==> src/rtl/axis_packet_arbiter.sv <==
// rtl/axis_packet_arbiter.sv - two-source AXI-Stream packet arbiter with round-robin grant and beat limit
//
// Ports:
//   clk, reset                  rising-edge clock, synchronous active-high reset
//   src_enable[1:0]             per-source gate on new grants (bit n -> source n)
//   s0_axis_*                   source 0 stream (tone generator)
//   s1_axis_*                   source 1 stream (DMA stream)
//   m_axis_*                    arbitrated output stream (audio sink)
//   grant[1:0]                  registered one-hot grant, 2'b00 while idle
module axis_packet_arbiter #(
  parameter int AXIS_DATA_WIDTH  = 32,
  parameter int AXIS_KEEP_WIDTH  = AXIS_DATA_WIDTH / 8,
  parameter int MAX_PACKET_BEATS = 256
) (
  input  logic                       clk,
  input  logic                       reset,
  input  logic [1:0]                 src_enable,

  input  logic [AXIS_DATA_WIDTH-1:0] s0_axis_tdata,
  input  logic [AXIS_KEEP_WIDTH-1:0] s0_axis_tkeep,
  input  logic                       s0_axis_tvalid,
  input  logic                       s0_axis_tlast,
  output logic                       s0_axis_tready,

  input  logic [AXIS_DATA_WIDTH-1:0] s1_axis_tdata,
  input  logic [AXIS_KEEP_WIDTH-1:0] s1_axis_tkeep,
  input  logic                       s1_axis_tvalid,
  input  logic                       s1_axis_tlast,
  output logic                       s1_axis_tready,

  output logic [AXIS_DATA_WIDTH-1:0] m_axis_tdata,
  output logic [AXIS_KEEP_WIDTH-1:0] m_axis_tkeep,
  output logic                       m_axis_tvalid,
  output logic                       m_axis_tlast,
  input  logic                       m_axis_tready,

  output logic [1:0]                 grant
);

  // State encoding doubles as the one-hot grant vector.
  localparam logic [1:0] IDLE   = 2'b00;
  localparam logic [1:0] GRANT0 = 2'b01;
  localparam logic [1:0] GRANT1 = 2'b10;

  localparam logic [15:0] LAST_BEAT = 16'(MAX_PACKET_BEATS - 1);

  logic [1:0]  state;
  logic        last_grant;
  logic [15:0] beat_cnt;
  logic        req0;
  logic        req1;
  logic        limit_hit;
  logic        beat;

  assign req0      = s0_axis_tvalid & src_enable[0];
  assign req1      = s1_axis_tvalid & src_enable[1];
  assign limit_hit = (beat_cnt == LAST_BEAT);
  assign grant     = state;
  assign beat      = m_axis_tvalid & m_axis_tready;

  // Pure mux: nothing is buffered, so valid/data follow the granted source
  // and the granted source's ready follows the sink.
  always_comb begin
    m_axis_tdata   = '0;
    m_axis_tkeep   = '0;
    m_axis_tvalid  = 1'b0;
    m_axis_tlast   = 1'b0;
    s0_axis_tready = 1'b0;
    s1_axis_tready = 1'b0;
    case (state)
      GRANT0: begin
        m_axis_tdata   = s0_axis_tdata;
        m_axis_tkeep   = s0_axis_tkeep;
        m_axis_tvalid  = s0_axis_tvalid;
        m_axis_tlast   = s0_axis_tlast | limit_hit;
        s0_axis_tready = m_axis_tready;
      end
      GRANT1: begin
        m_axis_tdata   = s1_axis_tdata;
        m_axis_tkeep   = s1_axis_tkeep;
        m_axis_tvalid  = s1_axis_tvalid;
        m_axis_tlast   = s1_axis_tlast | limit_hit;
        s1_axis_tready = m_axis_tready;
      end
      default: ;
    endcase
  end

  always_ff @(posedge clk) begin
    if (reset) begin
      state      <= IDLE;
      last_grant <= 1'b1;  // source 0 wins the first contention
      beat_cnt   <= '0;
    end else begin
      case (state)
        IDLE: begin
          beat_cnt <= '0;
          if (req0 && req1) begin
            state <= last_grant ? GRANT0 : GRANT1;
          end else if (req0) begin
            state <= GRANT0;
          end else if (req1) begin
            state <= GRANT1;
          end
        end
        GRANT0, GRANT1: begin
          // A forced tlast ends the grant just like a source tlast; the
          // source resumes the rest of its packet in a later grant.
          if (beat) begin
            if (m_axis_tlast) begin
              state      <= IDLE;
              last_grant <= state[1];
              beat_cnt   <= '0;
            end else begin
              beat_cnt <= beat_cnt + 16'd1;
            end
          end
        end
        default: begin
          state    <= IDLE;
          beat_cnt <= '0;
        end
      endcase
    end
  end

endmodule

==> config.mk <==
export PLATFORM = sky130hd
export DESIGN_NAME = axis_packet_arbiter
export DESIGN_NICKNAME = d
export VERILOG_FILES = /design/src/rtl/axis_packet_arbiter.sv
export SDC_FILE = /design/constraint.sdc
export NUM_CORES = 1
export LEC_CHECK = 0
export CAP_MARGIN = 30
export CORE_MARGIN = 5
export CORE_UTILIZATION = 38
export CTS_BUF_LIST = sky130_fd_sc_hd__clkbuf_4
export CTS_CLUSTER_SIZE = 14
export DETAILED_ROUTE_END_ITERATION = 10
export PLACE_DENSITY_LB_ADDON = 0.12
export SETUP_SLACK_MARGIN = 0.02
export SLEW_MARGIN = 20
export SYNTH_ARGS = -nofsm -noshare
export SYNTH_HDL_FRONTEND = slang
export SYNTH_SLANG_ARGS = --single-unit
==> constraint.sdc <==
create_clock -name clk -period 2.3 [get_ports clk]
set_input_delay 0.575 -clock clk [delete_from_list [all_inputs] [get_ports clk]]
set_output_delay 0.575 -clock clk [all_outputs]
set_load 0.02 [all_outputs]
==> run metrics <==
H-Tree Depth=1; Top Usage Layer GRT=met2; async set-reset flop share out of synthesis=0%; Register Area=387 um2; Die X=80.7 um; Root Driver=clkbuf_4; Area Growth Syn to Fin=90.1%; Max-Cap Viols=0; vias in the first global route=2516; Worst Skew=0.00789 ns; Initial Util=39.7%; Synth Warn #=0; 1st-iter DRT viols=214; slew at the pin closest to its max-slew limit=0.334 ns; Via density=5.66; combinational share of power=74.1%; routed vias=2605; post-route insts no fill=460; global-route usage over all layers=24.6%; multi-input logic area=1630 um2; Worst Hold Class=reg2reg; Routability Congestion=0.875; Mapped Avg Cell Area=7.54 um2; Initial DRT Pass Iterations=4; Post-synth top flop=dfxtp_1; pin count of the biggest net entering global routing=39; Rows=25; Power Total=0.00214 W; fill count=362; Mapped Area=1900 um2; static leakage=1.29 nW; cts bufs inserted=3; distinct cell type count after synthesis=40; Fmax=449 MHz; DP Cell Count=453; share of the synthesized area in the top cell type=20.0%; routing usage on met3=3.92%; antenna viol nets, final=0; Die ar.=6510 um2; Mapped Nets=338; maximum vdd drop=0.000617 V; diode count=0; post-synthesis cell count=252; clock share of power=9.1%; Post-synth EDFFs=0; Die Y=80.7 um; GR Layer Usage met1=28.9%; hold_buf cts=0; drt total wl=8560 um; crit end category=output pin; internal power=0.00125 W; worst endpoint data arrival time=1.65 ns; CTS tree=done; share of layout cells above drive strength 1=37.7%; crit path kind=reg2out; initial antenna violation count=0; fin crit share=96.9%; most common cell in the synthesized netlist=nor2b_1; post-CTS setup buffers=0; drt drc=0; Detail Placement HPWL=6240 um; WL/cell=18.6 um; worst-case clock buffer depth=2; Worst Path Required=1.73 ns; total global routing overflow=0; share of total power in sequential cells=16.8%; CP Launch Type=register; core area=4790 um2; endpoints failing hold=0; met2 global-route usage=46.9%; status=complete, no violations; dominant cell type by area after synthesis=dfxtp_1; most area-consuming cells after synthesis=dfxtp_1 (20%), a22oi_1 (14%), nor2b_1 (13%); #FFs+latches synth=19; # port buffers=122; Psw=0.000887 W; # setup viols final=0; register area share after synthesis=20.0%; # IOs=123; most frequent cells after synthesis=nor2b_1 (39), a22oi_1 (36), dfxtp_1 (19); RSZ-0062 raised after global routing=yes; first-pass GRT wire length=12600 um; Slew headroom=77.5%; switch share=41.5%; final critical-path required period=2.23 ns; Power per Cell Area=592 nW/um2; Sink Count=19; fin. max-slew vios=0; clk_lat worst skew=0.31 ns; worst-path fanout max=19; clock-pin slew on the worst setup and hold paths=0.12 ns; # nets final=480
layout by cell type (no fill, tap or decap), types with 2 or more instances in the layout:
cell              n
buf_2            29
nor3_1            2
o21ai_0           2
nand4b_1          3
dlygate4sd2_1     2
and3_1            3
clkdlybuf4s15_2   8
o211ai_1          6
nand3b_1          5
clkbuf_16         3
clkdlybuf4s50_1  82
nand2b_1          5
dfxtp_1          16
a22oi_1          15
nor4_1            3
nand4bb_1         2
a31oi_1           4
nor2b_2          30
ha_4              3
buf_12            3
ha_1              2
nand3_1          14
dfxtp_2           2
a21oi_1           6
clkbuf_4          4
mux2i_1           3
nor2_1            9
a41oi_1           2
and4_1            6
nor2b_1           9
nand4_1           9
nor3b_1           2
a22oi_2          21
nand2_1          18
buf_4            32
a32oi_1           2
and2_1            8
registers in the layout, indices dropped and copies added, names as in the netlist:
register,flops
beat_cnt,16
last_grant,1
grant,2
layer usage:
layer | up-vias | wire [um]
met5 | - | 0
met4 | 0 | 152
met3 | 16 | 422
met2 | 86 | 4600
met1 | 1269 | 3390
li1 | 1234 | -
timing repair:
item / 4_1_cts / 5_1_grt
gates cloned: 0 / 3
pin swaps: 0 / 1
gates resized for setup: 126 / 56
setup endpoints to repair: 40 / 34
worst max-delay path: stages, from the launching register on:
cell	delay, ns
dfxtp_4	0.40
inv_2	0.07
ha_4	0.32
buf_12	0.15
nor2b_2	0.15
clkdlybuf4s15_2	0.27
through the flow:
step,cell area [um2],hold slack [ns],util [%],setup TNS (ns),setup slack [ns]
final,3610,0.520,75.4,0,0.0717
after global routing,3610,0.573,75.4,-0.0128,-0.00753
after CTS,3520,0.524,73.5,-0.101,-0.0886
after detailed placement,3480,0.508,72.7,-5.21,-0.253
after global placement,3480,0.492,72.7,-4.65,-0.226
after floorplan,1980,0.458,-,0,0.0126
final timing paths:
path,slack [ns],cells after the start,from,endpoint
worst max register to register,0.21,8,grant[0]$_SDFFE_PP0P_,beat_cnt[10]$_SDFFE_PP0P_
worst min register to register,0.52,2,beat_cnt[7]$_SDFFE_PP0P_,beat_cnt[7]$_SDFFE_PP0P_
worst max-delay path,0.07,5,grant[1]$_SDFFE_PP0P_,m_axis_tdata[20]
worst min-delay path,0.52,2,beat_cnt[7]$_SDFFE_PP0P_,beat_cnt[7]$_SDFFE_PP0P_
area by class of cell:
| type | instances | share of cell area [%] |
|---|---|---|
| sequential | 19 | 10.7 |
| inverter | 3 | 0.381 |
| clock buffer | 4 | 0.832 |
| tap | 67 | 2.32 |
| timing repair buffer | 161 | 40.7 |
| multi-input combinational | 206 | 45.1 |
cells by family (layout without fill, tap and decap cells):
kind of cell / count (synthesis) / count (layout) / synth area share, %
and+or+nand+nor: 132 / 132 / 41.8
buffers and inverters: 27 / 168 / 6.39
DFF: 19 / 19 / 20.0
adders and majority gates: 5 / 5 / 3.29
muxes: 5 / 5 / 2.70
AOI/OAI and AO/OA: 64 / 64 / 25.8
power groups by stage:
stage / clock network, W / registers (W) / logic (W)
after floorplan: 0 / 0.000372 / 0.000783
after global routing: 0.000212 / 0.000362 / 0.00169
after global placement: 0 / 0.000358 / 0.00137
final: 0.000194 / 0.000360 / 0.00158
after detailed placement: 0 / 0.000358 / 0.00138
after CTS: 0.000193 / 0.000351 / 0.00136
Note: power is estimated with default switching activity, not from simulation.
